<file path="src/rtl/rx_flow_pkg.sv">
// Shared types, defaults and parameter checks for the UART-to-JTAG receive buffer.
// Included first so the parameter-check macro is visible to every rx_flow file.
`ifndef RX_FLOW_PKG_SV
`define RX_FLOW_PKG_SV

`define RX_FLOW_PARAM_CHECK(D, LO, HI) \
  if ((((D) & ((D) - 1)) != 0) || ((D) < 4) || ((LO) >= (HI)) || ((HI) > (D))) begin : g_bad_params \
    $error("rx_flow_fifo: DEPTH must be a power of two >= 4 and LO_WATER < HI_WATER <= DEPTH"); \
  end

package rx_flow_pkg;

  localparam int DEF_WIDTH = 8;
  localparam int DEF_DEPTH = 256;
  localparam int DEF_CNT_W = 16;
  // Default watermarks are derived from DEPTH: HI = DEPTH - HI_MARGIN, LO = DEPTH / LO_DIV.
  localparam int HI_MARGIN = 16;
  localparam int LO_DIV    = 4;

  function automatic int lvl_w(input int depth);
    return $clog2(depth) + 1;
  endfunction

endpackage

`endif

</file>
<file path="src/rtl/fifo_mem_2p.sv">
// WIDTH x DEPTH storage array: synchronous write port, asynchronous (combinational) read port.
// A write at edge N is visible on rd_data right after that edge.
module fifo_mem_2p
  import rx_flow_pkg::*;
#(
  parameter int WIDTH = DEF_WIDTH,
  parameter int DEPTH = DEF_DEPTH
) (
  input  logic                     clk,
  input  logic                     wr_en,
  input  logic [$clog2(DEPTH)-1:0] wr_addr,
  input  logic [WIDTH-1:0]         wr_data,
  input  logic [$clog2(DEPTH)-1:0] rd_addr,
  output logic [WIDTH-1:0]         rd_data
);

  logic [WIDTH-1:0] mem [DEPTH];

  always_ff @(posedge clk) begin
    if (wr_en) begin
      mem[wr_addr] <= wr_data;
    end
  end

  assign rd_data = mem[rd_addr];

endmodule

</file>
<file path="src/rtl/rx_flow_fifo.sv">
// FWFT receive FIFO with RTS watermark hysteresis, drop-on-full accounting and synchronous flush.
// Write-to-read latency one cycle; writer stalls via rx_ready (DROP_ON_FULL=0) or words are dropped.
module rx_flow_fifo
  import rx_flow_pkg::*;
#(
  parameter int WIDTH        = DEF_WIDTH,
  parameter int DEPTH        = DEF_DEPTH,
  parameter int HI_WATER     = DEPTH - HI_MARGIN,
  parameter int LO_WATER     = DEPTH / LO_DIV,
  parameter int DROP_ON_FULL = 1,
  parameter int CNT_W        = DEF_CNT_W
) (
  input  logic                      clk,
  input  logic                      rst,
  input  logic [WIDTH-1:0]          rx_data,
  input  logic                      rx_valid,
  output logic                      rx_ready,
  input  logic                      rd_en,
  output logic [WIDTH-1:0]          rd_data,
  output logic                      empty,
  output logic                      full,
  output logic [lvl_w(DEPTH)-1:0]   level,
  output logic [lvl_w(DEPTH)-1:0]   free,
  input  logic                      flush,
  output logic                      rts_n,
  output logic                      overflow,
  output logic [CNT_W-1:0]          drop_cnt,
  input  logic                      clr_ovf
);

  localparam int AW = $clog2(DEPTH);
  localparam int LW = lvl_w(DEPTH);
  localparam logic [LW-1:0] LVL_FULL = LW'(DEPTH);
  localparam logic [LW-1:0] LVL_HI   = LW'(HI_WATER);
  localparam logic [LW-1:0] LVL_LO   = LW'(LO_WATER);
  localparam logic          DROP_EN  = (DROP_ON_FULL != 0);

  `RX_FLOW_PARAM_CHECK(DEPTH, LO_WATER, HI_WATER)

  logic [AW-1:0] wr_ptr;
  logic [AW-1:0] rd_ptr;
  logic          pop;
  logic          accept;
  logic          drop;
  logic          wr_en;
  logic [LW-1:0] next_level;
  logic          next_rts;

  assign empty  = (level == '0);
  assign full   = (level == LVL_FULL);
  assign free   = LVL_FULL - level;
  assign pop    = rd_en && !empty;
  assign accept = rx_valid && (!full || pop);
  // A write thrown away by a same-cycle flush is not an overflow event.
  assign drop   = DROP_EN && rx_valid && full && !pop && !flush;
  // In stall mode ready sees rd_en combinationally so a full FIFO can pass-through in one cycle.
  assign rx_ready = DROP_EN ? 1'b1 : (!full || pop);
  assign wr_en  = accept && !flush;

  always_comb begin
    next_level = level;
    if (flush) begin
      next_level = '0;
    end else if (accept && !pop) begin
      next_level = level + LW'(1);
    end else if (pop && !accept) begin
      next_level = level - LW'(1);
    end
  end

  always_comb begin
    next_rts = rts_n;
    if (next_level >= LVL_HI) begin
      next_rts = 1'b1;
    end else if (next_level <= LVL_LO) begin
      next_rts = 1'b0;
    end
  end

  always_ff @(posedge clk) begin
    if (rst) begin
      wr_ptr <= '0;
      rd_ptr <= '0;
      level  <= '0;
      rts_n  <= 1'b0;
    end else begin
      level <= next_level;
      rts_n <= next_rts;
      if (flush) begin
        wr_ptr <= '0;
        rd_ptr <= '0;
      end else begin
        if (accept) wr_ptr <= wr_ptr + AW'(1);
        if (pop)    rd_ptr <= rd_ptr + AW'(1);
      end
    end
  end

  // Clear beats a coincident drop: software sees a clean zero after clr_ovf.
  always_ff @(posedge clk) begin
    if (rst || clr_ovf) begin
      overflow <= 1'b0;
      drop_cnt <= '0;
    end else if (drop) begin
      overflow <= 1'b1;
      if (drop_cnt != '1) drop_cnt <= drop_cnt + CNT_W'(1);
    end
  end

  fifo_mem_2p #(
    .WIDTH (WIDTH),
    .DEPTH (DEPTH)
  ) u_mem (
    .clk     (clk),
    .wr_en   (wr_en),
    .wr_addr (wr_ptr),
    .wr_data (rx_data),
    .rd_addr (rd_ptr),
    .rd_data (rd_data)
  );

endmodule
</file>
<file path="config.mk">
export PLATFORM = sky130hd
export DESIGN_NAME = rx_flow_fifo
export DESIGN_NICKNAME = d
export VERILOG_FILES = /design/src/rtl/rx_flow_pkg.sv /design/src/rtl/fifo_mem_2p.sv /design/src/rtl/rx_flow_fifo.sv
export SDC_FILE = /design/constraint.sdc
export NUM_CORES = 2
export LEC_CHECK = 0
export CAP_MARGIN = 20
export CORE_ASPECT_RATIO = 0.5
export CORE_UTILIZATION = 55
export DETAILED_ROUTE_END_ITERATION = 8
export PLACE_DENSITY = 0.71
export SYNTH_ARGS = -nofsm -noshare
export SYNTH_HDL_FRONTEND = slang
export SYNTH_SLANG_ARGS = --single-unit
</file>
<file path="constraint.sdc">
create_clock -name clk -period 6.9 [get_ports clk]
set_clock_uncertainty 0.1 [all_clocks]
set_input_delay 1.725 -clock clk [delete_from_list [all_inputs] [get_ports clk]]
set_output_delay 1.725 -clock clk [all_outputs]
set_load 0.1 [all_outputs]
</file>
* Yosys cells after proc, flatten, opt, wreduce, memory -nomap -nowiden *
Memory sizes are Yosys's and may differ from the RTL's. A register that Yosys moved wholly into a read port is not among the register bits.
Index checks and enable logic that the tools add are counted.

word-level totals
  register bits = 43
  RAM bits = 2,048
  bits of input ports = 14
  output and inout port bits = 47
  memories kept = 1

memories
  memory     depth  width  read ports  clocked after memory_dff  write ports  RTL line           RTL
  u_mem.mem  256    8      1           1                         1            fifo_mem_2p.sv:17  logic [WIDTH-1:0] mem [DEPTH];

operators by class
  add/sub/neg operators = 6
  $lt $le $gt $ge = 2
  equal/unequal tests = 2
  mux-type cells = 9
  reduce and logical (&&, ||, !) cells = 19

operators with widths
  cell                                                                count
  two-way mux 9 bit                                                   3
  adder 16 x 1 -> 16 bit (second input constant)                      1
  adder 8 x 1 -> 8 bit (second input constant)                        2
  two-way mux 8 bit                                                   2
  != test 16 bit (second input constant)                              1
  adder 9 x 1 -> 9 bit (second input constant)                        1
  equality test 9 bit (second input constant)                         1
  greater-or-equal comparator 9 x 8 -> 1 bit (second input constant)  1
  less-or-equal comparator 9 x 7 -> 1 bit (second input constant)     1
  logical NOT 9 bit                                                   1
  subtractor 9 x 1 -> 9 bit (second input constant)                   1
  subtractor 9 bit (first input constant)                             1
  logical AND 1 bit                                                   8
  logical NOT 1 bit                                                   5
  two-way mux 1 bit                                                   4
  logical OR 1 bit                                                    2
  AND reduction 2 bit                                                 1
  nonzero test 2 bit                                                  1
  OR reduction 2 bit                                                  1

* Logic depth before layout (Yosys ltp) *
  word-level depth = 13
  gate-level depth with buffers = 15
  gate-level depth less buffers = 12

* Modules after synthesis *
From an unflattened synthesis, not the netlist that was laid out.

unflattened totals
  cells, all modules = 3,994
  area total of the unflattened synthesis = 81,743.4 sq um

by module, submodules not included
  module        times used  cells each  area each (sq um)  sequential area each (sq um)
  fifo_mem_2p   1           3,725       79,396.1           61,499.0
  rx_flow_fifo  1           269         2,347.3            860.8

* Worst setup path after synthesis *
No wires, ideal clock.

  path type = register -> output
  start point = reg (tool-made name)
  end point = out rd_data[0]
  arrival time = 4,645 ps
  data required time = 5,075 ps
  setup slack = 430 ps
  stages on the path, launching flop included = 12
  cell sequence = dfxtp_1 > buf_6 > buf_12 > buf_8 > buf_8 > buf_12 > inv_1 > a211oi_1 > nor4_1 > a211oi_1 > o21ai_0 > nor4_1

RTL lines
  what              RTL line            RTL
  end: declaration  rx_flow_fifo.sv:19  output logic [WIDTH-1:0] rd_data,

==> flow_summary.yaml <==
cts:
  clock_sinks: 2099
  cts_max_level: 4
  cts_tree: "yes"
  cts_root_buffer: "clkbuf_16"
  cts_hold_buffers: 0
  clk_path_buf_depth: 3
  cts_inserted_buffers: 175
  clock_latency_ps: 800
  path_clk_slew_ps: 70
yosys:
  yosys_register_bits: 2099
  yosysTopAreaCell: "edfxtp_1"
  synth_top_cells_by_area: "edfxtp_1, mux4_2, mux2i_1"
  ys_types: 68
  synth.top_cell.area_share_pct: 75.1
  ys_warn_count: 0
  ys_seq_area_share_pct: 76.3
  postSynthAreaPerCell_sq_um: 20.2
  synth_fp_nets: 4080
  netlist_area_sq_um: 81900
  syn-instance-count: 4056
  synth_edf_count: 2048
  async_reset_ff_share_pct: 0
  synth_top_flop_cell: "edfxtp_1"
die:
  die_x_um: 548
  pin_count: 61
  rows: 99
  start_util_pct: 55.8
  core-area_sq_um: 147000
  dieArea_sq_um: 151000
  die_h_um: 275
placed_design:
  numPortBuffers: 59
  place_inst: 5969
  pre_cts_ws_ps: 561
  dpl.hpwl_um: 120000
  globalplace.congestion: 0.900
timing:
  finalWorstSetupSlack_ps: 193
  fin_crit_sh_pct: 97.2
  worst_slew_pin_slew_ps: 1210
  final_hold_viol_count: 0
  finalSetupViolCount: 0
  layout_min_cycle_time_ps: 6710
  slew_violations: 0
  clock.fmax_ghz: 0.149
  rsz0062_at_grt: "false"
  slew_headroom_pct: 19.2
  finalSetupTns_ps: 0
power_and_ir_drop:
  ir_worst_vdd_uv: 271
  p_leak_uw: 0.0271
  pwr_density_cell_nw_per_um2: 278
global_routing:
  grt_max_degree: 192
  grt_pass1_vias: 41000
  grt_pass1_wl_um: 287000
  track_usage_pct: 26.6
  antenna_found_initial: 3
  gr-total-overflow: 0
routing:
  avgViaCountPerCell: 6.62
  ant_nets: 0
  finalWirelength_um: 198000
  drcViolationCount: 0
  post_drt_wl_per_cell_um: 31.5
  dr.pass1.iters: 6
  first_iter_violations: 5935
  vias: 41700
worst_setup_path:
  worst_setup_path_end_kind: "output port"
  crit_fanout: 18
  r2r_slack_ps: 1580
  ff2ff_path_depth: 12
  r2r-end: "u_mem.mem[127][1]$_DFFE_PP_"
  crit_required_ps: 5080
  crit_path_start_kind: "flop"
  worstReg2RegStart: "level[0]$_SDFF_PP0_"
  crit_type: "flop to output port"
  cp_data_arrival_time_ps: 4880
final_layout:
  drive_gt1_share_pct: 20.4
  fillCellCount: 9803
  syn_to_final_growth_pct: 10.7
  layout.nets: 4203
  fin_cells: 6299
hold_path:
  hold_path_depth: 2
  hold_class: "flop to flop"
  min_to: "overflow$_SDFFE_PP0P_"
  hold_start: "overflow$_SDFFE_PP0P_"
flow_run:
  drv_cap: 0
run_status:
  status: "finished, final reports clean"
==> worst max-delay path, stage by stage, from the launching register on <==
cell and delay, ps:
dfxtp_2 650, buf_4 330, nor2b_4 800, a22oi_1 270, nand3_1 210, nand4_1 220
a211o_1 400, nor4_1 890, buf_12 270
==> flip-flops by register name (all words and copies together) (netlist names), named ones only <==
name,flops
wr_ptr,8
drop_cnt,16
u_mem.mem,2048
rts_n,1
level,9
overflow,1
rd_ptr,8
==> worst max-delay path by stage <==
stage,slack (ps),cells after the start,end
2_1_floorplan,430,11,rd_data[0]
3_3_place_gp,590,10,rd_data[0]
3_5_place_dp,560,10,rd_data[0]
4_1_cts,200,11,rd_data[0]
5_1_grt,80,10,rd_data[0]
6_report,190,8,rd_data[5]
==> synthesized netlist by cell type (9+ instances only) <==
master and instances:
ha_1 10, a22oi_1 135, buf_4 40, inv_1 17, o221ai_1 34, nand2b_1 16, o22ai_1 26, nand3_1 45
a21oi_1 89, dfxtp_1 51, nand4_1 14, a31oi_1 9, nor3_1 14, nor2b_1 22, buf_2 51, buf_1 9
o21ai_0 53, nand2_1 83, o211ai_1 11, clkbuf_1 107, nor2_1 328, buf_8 10, a221oi_1 21, edfxtp_1 2048
a211oi_1 35, xnor2_1 15, nor4_1 32, or3_1 10, xor2_1 13, a22o_1 27, mux4_2 445, buf_6 23
mux2i_1 132
==> cell usage in the layout (no fill, tap or decap), types with 37 or more instances in the layout <==
cell type / netlist / layout
edfxtp_1: 2048 / 2048
mux4_2: 445 / 445
nor2_1: 328 / 326
clkbuf_16: 0 / 178
a22oi_1: 135 / 135
mux2i_1: 132 / 132
buf_4: 40 / 111
a21oi_1: 89 / 89
nand2_1: 83 / 79
o21ai_0: 53 / 52
dfxtp_1: 51 / 47
nand3_1: 45 / 44
clkdlybuf4s50_1: 0 / 43
clkbuf_1: 107 / 37
==> routing by layer <==
layer | track usage (%) | routed length [um] | up-vias
li1 | - | - | 17000
met1 | 38.6 | 79500 | 21800
met2 | 40.8 | 92300 | 2458
met3 | 5.83 | 20700 | 358
met4 | 8.54 | 5890 | 2
met5 | 0 | 11 | -
==> cell families (layout without fill, tap and decap cells) <==
group	after synthesis	count (layout)	synth area share [%]
buffers and inverters	264	535	1.96
adder cells (fa/ha/maj)	10	10	0.153
XOR/XNOR	28	28	0.299
other	1	4	0.00458
AO/OA/AOI/OAI	471	471	4.01
multiplexers	581	581	13.9
AND/OR/NAND/NOR	602	602	3.32
flip-flops	2099	2099	76.3
==> timing repair <==
action                     4_1_cts  5_1_grt
resized for setup                1        0
setup endpoints to repair        3        0
setup buffers                    1        0
==> layout make-up <==
cell class                 count  area, sq um  share of cell area (%)
sequential                  2099        62500                    69.0
multi-input combinational   1693        17800                    19.7
clock buffer                 217         4620                    5.10
tap                         1969         2460                    2.72
timing repair buffer         193         1980                    2.18
clock inverter               108         1170                    1.29
inverter                      17         63.8                  0.0704
antenna                        3         7.51                 0.00828
==> where the power goes <==
group	internal, uW	switching [uW]
Clock	5610	4520
Sequential	14000	18.9
Combinational	372	704
Total	20000	5250
==> through the flow <==
stage	hold slack (ps)	cell area (sq um)	total power (uW)	util (%)
floorplan	359	81900	14900	-
global placement	357	84800	15300	57.8
detailed placement	371	84800	15400	57.8
CTS	386	90700	25300	61.8
global route	408	90700	25800	61.8
finish	383	90700	25200	61.8
(Power assumes the default switching activity.)
